## config.mk

```make
export PLATFORM = sky130hd
export DESIGN_NAME = fb_mem_arb
export DESIGN_NICKNAME = d
export VERILOG_FILES = /design/src/rtl/fb_mem_arb.sv
export SDC_FILE = /design/constraint.sdc
export NUM_CORES = 1
export LEC_CHECK = 0
export ABC_CLOCK_PERIOD_IN_PS = 3200
export CORE_AREA = 2 2 132 134
export CTS_CLUSTER_SIZE = 25
export DETAILED_ROUTE_END_ITERATION = 6
export DIE_AREA = 0 0 134 136
export HOLD_SLACK_MARGIN = 0.05
export PLACE_DENSITY_LB_ADDON = 0.3
export SLEW_MARGIN = 40
export SYNTH_ARGS = -nofsm -noshare
export SYNTH_HDL_FRONTEND = slang
export SYNTH_SLANG_ARGS = --single-unit
```

## constraint.sdc

```tcl
create_clock -name clk -period 3.2 [get_ports clk]
set_clock_uncertainty 0.05 [all_clocks]
set_input_delay 0.32 -clock clk [delete_from_list [all_inputs] [get_ports clk]]
set_output_delay 0.32 -clock clk [all_outputs]
set_load 0.02 [all_outputs]
```

## src/rtl/fb_mem_arb.sv

```systemverilog
// Three-requester round-robin arbiter for one shared memory port.
// Each access runs IDLE -> BUSY -> RESP. A missing mem_ack ends BUSY after TIMEOUT cycles with err.
`ifndef FB_32BITS
`define FB_32BITS 31:0
`endif

module fb_mem_arb #(
  parameter int TIMEOUT = 255
) (
  input  logic              clk,
  input  logic              rst_n,
  input  logic [2:0]        req,
  input  logic [`FB_32BITS] addr0,
  input  logic [`FB_32BITS] addr1,
  input  logic [`FB_32BITS] addr2,
  input  logic [`FB_32BITS] wdata0,
  input  logic [`FB_32BITS] wdata1,
  input  logic [`FB_32BITS] wdata2,
  input  logic [2:0]        we,
  output logic              mem_req,
  output logic [`FB_32BITS] mem_addr,
  output logic [`FB_32BITS] mem_wdata,
  output logic              mem_we,
  input  logic              mem_ack,
  input  logic [`FB_32BITS] mem_rdata,
  output logic              e00,
  output logic              e01,
  output logic              e11,
  output logic [2:0]        done,
  output logic              err,
  output logic [`FB_32BITS] rdata
);

  typedef enum logic [1:0] {
    IDLE = 2'd0,
    BUSY = 2'd1,
    RESP = 2'd2
  } state_t;

  // The counter holds the number of BUSY cycles already spent without mem_ack.
  // Therefore the cycle that reaches TIMEOUT is the one where the counter shows TIMEOUT-1.
  localparam logic [7:0] CNT_LAST = 8'(TIMEOUT - 1);

  state_t            state_q, state_d;
  logic [1:0]        gnt_q, last_q;
  logic [7:0]        cnt_q;
  logic              err_pend_q;
  logic [`FB_32BITS] addr_q, wdata_q, rdata_q;
  logic              we_q;

  logic [1:0]        cand0, cand1, pick;
  logic              timeout;

  function automatic logic [1:0] next_idx(input logic [1:0] idx);
    return (idx == 2'd2) ? 2'd0 : idx + 2'd1;
  endfunction

  // The round-robin search starts one past the last-served requester.
  // The last-served requester is tried last.
  always_comb begin
    cand0 = next_idx(last_q);
    cand1 = next_idx(cand0);
    if (req[cand0])      pick = cand0;
    else if (req[cand1]) pick = cand1;
    else                 pick = last_q;
  end

  assign timeout = (cnt_q == CNT_LAST);

  // NOTE: every signal written here gets a default before the case statement.
  // Otherwise a path that skips the signal would infer a latch.
  always_comb begin
    state_d   = state_q;
    mem_req   = 1'b0;
    mem_we    = 1'b0;
    mem_addr  = addr_q;
    mem_wdata = wdata_q;
    done      = 3'b000;
    err       = 1'b0;
    case (state_q)
      IDLE: if (|req) state_d = BUSY;
      BUSY: begin
        mem_req = 1'b1;
        mem_we  = we_q;
        if (mem_ack || timeout) state_d = RESP;
      end
      RESP: begin
        done    = 3'b001 << gnt_q;
        err     = err_pend_q;
        state_d = IDLE;
      end
      default: state_d = IDLE;
    endcase
  end

  assign e00   = done[0];
  assign e01   = done[1];
  assign e11   = done[2];
  assign rdata = rdata_q;

  // NOTE: sequential state uses non-blocking assignments only.
  // Then every flop samples pre-edge values, whatever order the statements run in.
  always_ff @(posedge clk or negedge rst_n) begin
    if (!rst_n) state_q <= IDLE;
    else        state_q <= state_d;
  end

  always_ff @(posedge clk or negedge rst_n) begin
    if (!rst_n) begin
      gnt_q      <= 2'd0;
      last_q     <= 2'd2;
      cnt_q      <= 8'd0;
      err_pend_q <= 1'b0;
      addr_q     <= '0;
      wdata_q    <= '0;
      we_q       <= 1'b0;
      rdata_q    <= '0;
    end else begin
      case (state_q)
        IDLE: if (|req) begin
          gnt_q <= pick;
          we_q  <= we[pick];
          cnt_q <= 8'd0;
          case (pick)
            2'd0:    begin addr_q <= addr0; wdata_q <= wdata0; end
            2'd1:    begin addr_q <= addr1; wdata_q <= wdata1; end
            default: begin addr_q <= addr2; wdata_q <= wdata2; end
          endcase
        end
        BUSY: begin
          // mem_ack has priority when it arrives in the timeout cycle.
          if (mem_ack) begin
            rdata_q <= mem_rdata;
            cnt_q   <= 8'd0;
          end else if (timeout) begin
            rdata_q    <= '0;
            err_pend_q <= 1'b1;
            cnt_q      <= 8'd0;
          end else begin
            cnt_q <= cnt_q + 8'd1;
          end
        end
        RESP: begin
          last_q     <= gnt_q;
          err_pend_q <= 1'b0;
        end
        default: ;
      endcase
    end
  end

endmodule

```

==> summary by stage <==
Synthesis
After synthesis, the largest area contributor takes up approximately half of total cell area. The number of register bits inferred by synthesis is ~110. The fraction of the yosys area taken by sequential cells is roughly half. The gate count of the mapped netlist is 530. In the post-synthesis netlist, the biggest area contributors are sky130_fd_sc_hd__dfrtp_1 (51%), sky130_fd_sc_hd__mux2i_1 (12%), sky130_fd_sc_hd__o211ai_1 (8.7%). A synthesized cell averages ~10 um2.

The predominant post-synthesis flop cell is sky130_fd_sc_hd__dfrtp_1. The unique cell type count in the Yosys netlist is between 40 and 50. The share of synthesized flip-flops with an asynchronous set or reset is 100%.

The largest total area in the synthesized netlist belongs to sky130_fd_sc_hd__dfrtp_1. The number of enable flip-flop cells after synthesis is 0. For this run, the number of Yosys warnings is 0.

The number of nets in the synthesized netlist is 765. The cell area after technology mapping is ~0.0055 mm2.

STA
The max-slew headroom at the worst pin is ~54%. The max-slew violation count is 0. Setup violations remaining at the end of the flow were counted as 0.

The post-route worst hold slack is 444 ps. For the pin with the worst max-slew slack, the measured transition is 689 ps. Setup repair after global routing left no endpoint under its margin.

The fraction of the cycle the final worst path needs is about four fifths. The total count of hold-check failures in the final report is 0. After routing, the total negative slack on setup checks comes to 0 ps. The minimum period implied by the final worst setup slack is around 2500 ps.

The achievable clock frequency is approximately 400 MHz.

Worst setup path
In this run the register-to-register setup slack is between 1000 and 1500 ps. The startpoint of the worst register-to-register path is last_q[1]$_DFFE_PN1P_. The length in cells of the worst reg-to-reg path is 5. Data on the critical path arrives at its endpoint at 2170 ps.

In this run the critical register-to-register path is captured at mem_addr[6]$_DFFE_PN0P_. STA classifies the critical path endpoint as a primary output. Along the worst path, the maximum fanout reaches 14. The startpoint type of the worst setup path is a flop.

The category of the most critical setup path is flop to primary output. At the worst endpoint, the required time is roughly 2800 ps.

Detailed routing
The final route contains ~5400 vias. The average vias per placed instance is roughly 5. Wires add up to around 19000 um. The detail route stage leaves a number of antenna-violating nets equal to 0. Dividing the detail-routed wire length by the instance count gives between 15 and 20 um.

The residual DRC count is 0. The first TritonRoute pass finished after 4 iterations. For this block, the initial DRC count from the detailed router was about 280.

Hold path
The hold-critical path depth is 2. For hold timing, the worst endpoint is mem_wdata[10]$_DFFE_PN0P_. The path class of the lowest-slack min-delay path is flop to flop.

The startpoint identified for the worst hold timing path is mem_wdata[10]$_DFFE_PN0P_.

Outcome
The run finished with clean final reports.

Die
From left edge to right edge, the die measures approximately 130 um. The count of standard-cell rows is 48. around 340 I/O pins were placed. The die is ~140 um tall. For this configuration, the core starts out at a cell density of 32.5%. The floorplan step defined a die boundary enclosing 0.0182 mm2. The floorplan step defined a core boundary enclosing between 0.015 and 0.02 mm2.

Job
The max-capacitance violation count is 0.

Clocking
The tree is rooted in a sky130_fd_sc_hd__clkbuf_16. TritonCTS built the clock tree. After clock tree synthesis, the clock-pin slew on the worst setup and hold paths is around 70 ps. The total clock sinks is between 100 and 150. The number of gates resized after CTS was 0. In this run, CTS created clock tree buffers numbering 9. The H-tree was split into 3 levels. Counting along the longest clock path gives a buffer depth of 2. Buffers added to address setup during post-CTS repair amount to 0. The number of buffers inserted by hold repair at cts is 1.

The source-to-sink clock delay at the later pin of the worst-skew pair is 350 ps.

Layout
The post-route netlist has between 4 and 5% of its cells at a drive strength greater than 1. The total number of nets in the final design is about 1100. Cells fill 55.6% of the core in the end. The area growth from synthesis to layout is 70.7%.

The layout has 1493 filler cells.

Global route
Entering global routing, the biggest net connects 58 pins. The initial antenna violation count came to 1. The number of global-route vias before repair is around 5400. The overall overflow remaining after global route is 0. The global-route wire length before repair is ~30000 um.

The overall routing resource usage is between 20% and 30%.

Power and ir drop
The static power due to leakage is slightly below 4 nW. The largest vdd supply drop is between 400 and 500 uV. Dividing total power by cell area gives a power density of about 880 mW/mm2. The overall power is roughly 0.0082 W.

Place
Detailed placement finished with a half-perimeter wire length of roughly 14000 um. The placer congestion estimate is slightly above 0.8. Buffers placed on the I/O ports in this run total between 300 and 400.
==> area by class of cell <==
| type | instances | area, um2 | area share, % |
|---|---|---|---|
| timing repair buffer | 352 | 3510 | 37.5 |
| sequential | 112 | 2800 | 29.9 |
| multi-input combinational | 365 | 2450 | 26.2 |
| tap | 225 | 282 | 3.00 |
| clock buffer | 10 | 239 | 2.55 |
| clock inverter | 6 | 65.1 | 0.694 |
| inverter | 4 | 15.0 | 0.160 |
| antenna | 1 | 2.50 | 0.0267 |
==> power by group <==
group	switching (W)	internal (W)	total [W]
clock network	0.000537	0.000633	0.00117
logic	0.00243	0.00216	0.00459
registers	0.000397	0.00207	0.00247
==> cell usage in the layout (no fill, tap or decap), types with 3 or more instances in the layout <==
cell	n
sky130_fd_sc_hd__and2_1	3
sky130_fd_sc_hd__o21ai_0	5
sky130_fd_sc_hd__a22o_1	32
sky130_fd_sc_hd__dfrtp_1	111
sky130_fd_sc_hd__nand2_1	78
sky130_fd_sc_hd__nor2b_1	3
sky130_fd_sc_hd__inv_1	4
sky130_fd_sc_hd__nor3b_1	3
sky130_fd_sc_hd__o211ai_1	64
sky130_fd_sc_hd__xor2_1	4
sky130_fd_sc_hd__nand3_1	66
sky130_fd_sc_hd__mux2i_1	64
sky130_fd_sc_hd__buf_4	12
sky130_fd_sc_hd__clkbuf_16	9
sky130_fd_sc_hd__and3_1	6
sky130_fd_sc_hd__clkdlybuf4s50_1	336
sky130_fd_sc_hd__nor3_1	4
sky130_fd_sc_hd__nor2_1	6
==> synthesized netlist by cell type (3+ instances only) <==
cell / count
sky130_fd_sc_hd__and2_1: 3
sky130_fd_sc_hd__nand2_1: 79
sky130_fd_sc_hd__nor3_1: 4
sky130_fd_sc_hd__buf_6: 3
sky130_fd_sc_hd__mux2i_1: 64
sky130_fd_sc_hd__xor2_1: 4
sky130_fd_sc_hd__nand3_1: 66
sky130_fd_sc_hd__o211ai_1: 64
sky130_fd_sc_hd__nor2b_1: 3
sky130_fd_sc_hd__nor2_1: 6
sky130_fd_sc_hd__dfrtp_1: 111
sky130_fd_sc_hd__clkbuf_1: 27
sky130_fd_sc_hd__and3_1: 6
sky130_fd_sc_hd__nor3b_1: 3
sky130_fd_sc_hd__buf_4: 3
sky130_fd_sc_hd__a22o_1: 33
sky130_fd_sc_hd__o21ai_0: 5
sky130_fd_sc_hd__inv_1: 4
sky130_fd_sc_hd__buf_2: 14
==> state kept, by name, summed over array words and instances (netlist names) <==
name	cells
mem_addr	32
mem_wdata	32
rdata	32
cnt_q	8
gnt_q	2
last_q	2
state_q	2
err_pend_q	1
we_q	1
==> logic make-up (layout without fill, tap and decap cells) <==
kind of cell | after synthesis | count (layout) | synth area share [%]
AOI/OAI and AO/OA | 113 | 113 | 15.9
xor gates and xnor gates | 5 | 5 | 0.797
adders and majority gates | 2 | 2 | 0.456
DFF | 112 | 112 | 51.0
buffers and inverters | 53 | 372 | 4.56
and+or+nand+nor | 181 | 181 | 15.5
other | 0 | 1 | 0
muxes | 64 | 64 | 11.7
==> how the worst max path moves through the flow <==
| stage | to | startpoint | slack (ps) | cells past startpoint |
|---|---|---|---|---|
| 6_report | done[2] | state_q[1]$_DFFE_PN0P_ | 660 | 3 |
| 5_1_grt | done[1] | state_q[1]$_DFFE_PN0P_ | 440 | 3 |
| 4_1_cts | done[2] | state_q[1]$_DFFE_PN0P_ | 650 | 3 |
| 3_5_place_dp | mem_addr[30]$_DFFE_PN0P_ | req[2] | 840 | 6 |
| 3_3_place_gp | mem_addr[30]$_DFFE_PN0P_ | req[2] | 930 | 6 |
| 2_1_floorplan | done[1] | state_q[1]$_DFFE_PN0P_ | 1170 | 4 |
==> worst max-delay path, stage by stage (launching register included) <==
cell                              delay, ps
sky130_fd_sc_hd__dfrtp_1                640
sky130_fd_sc_hd__nand2_1                220
sky130_fd_sc_hd__nor3b_1                300
sky130_fd_sc_hd__clkdlybuf4s50_1        660
==> metrics by stage <==
| stage | setup slack [ps] | instances | area [um2] |
|---|---|---|---|
| after global routing | 440 | 1075 | 9380 |
| after detailed placement | 844 | 1057 | 9060 |
| after floorplan | 1170 | 530 | 5490 |
| after global placement | 931 | 1057 | 9060 |
| final | 664 | 1075 | 9380 |
| after CTS | 647 | 1074 | 9370 |
==> routing by layer <==
| layer | part of all wire, % | track usage, % | vias up |
|---|---|---|---|
| met5 | 0 | 0 | - |
| met4 | 2.0 | 7.03 | 0 |
| met3 | 8.8 | 6.71 | 20 |
| met2 | 49 | 34.8 | 248 |
| met1 | 41 | 26.0 | 2548 |
| li1 | - | - | 2574 |
Power figures use the tool's default switching activity.
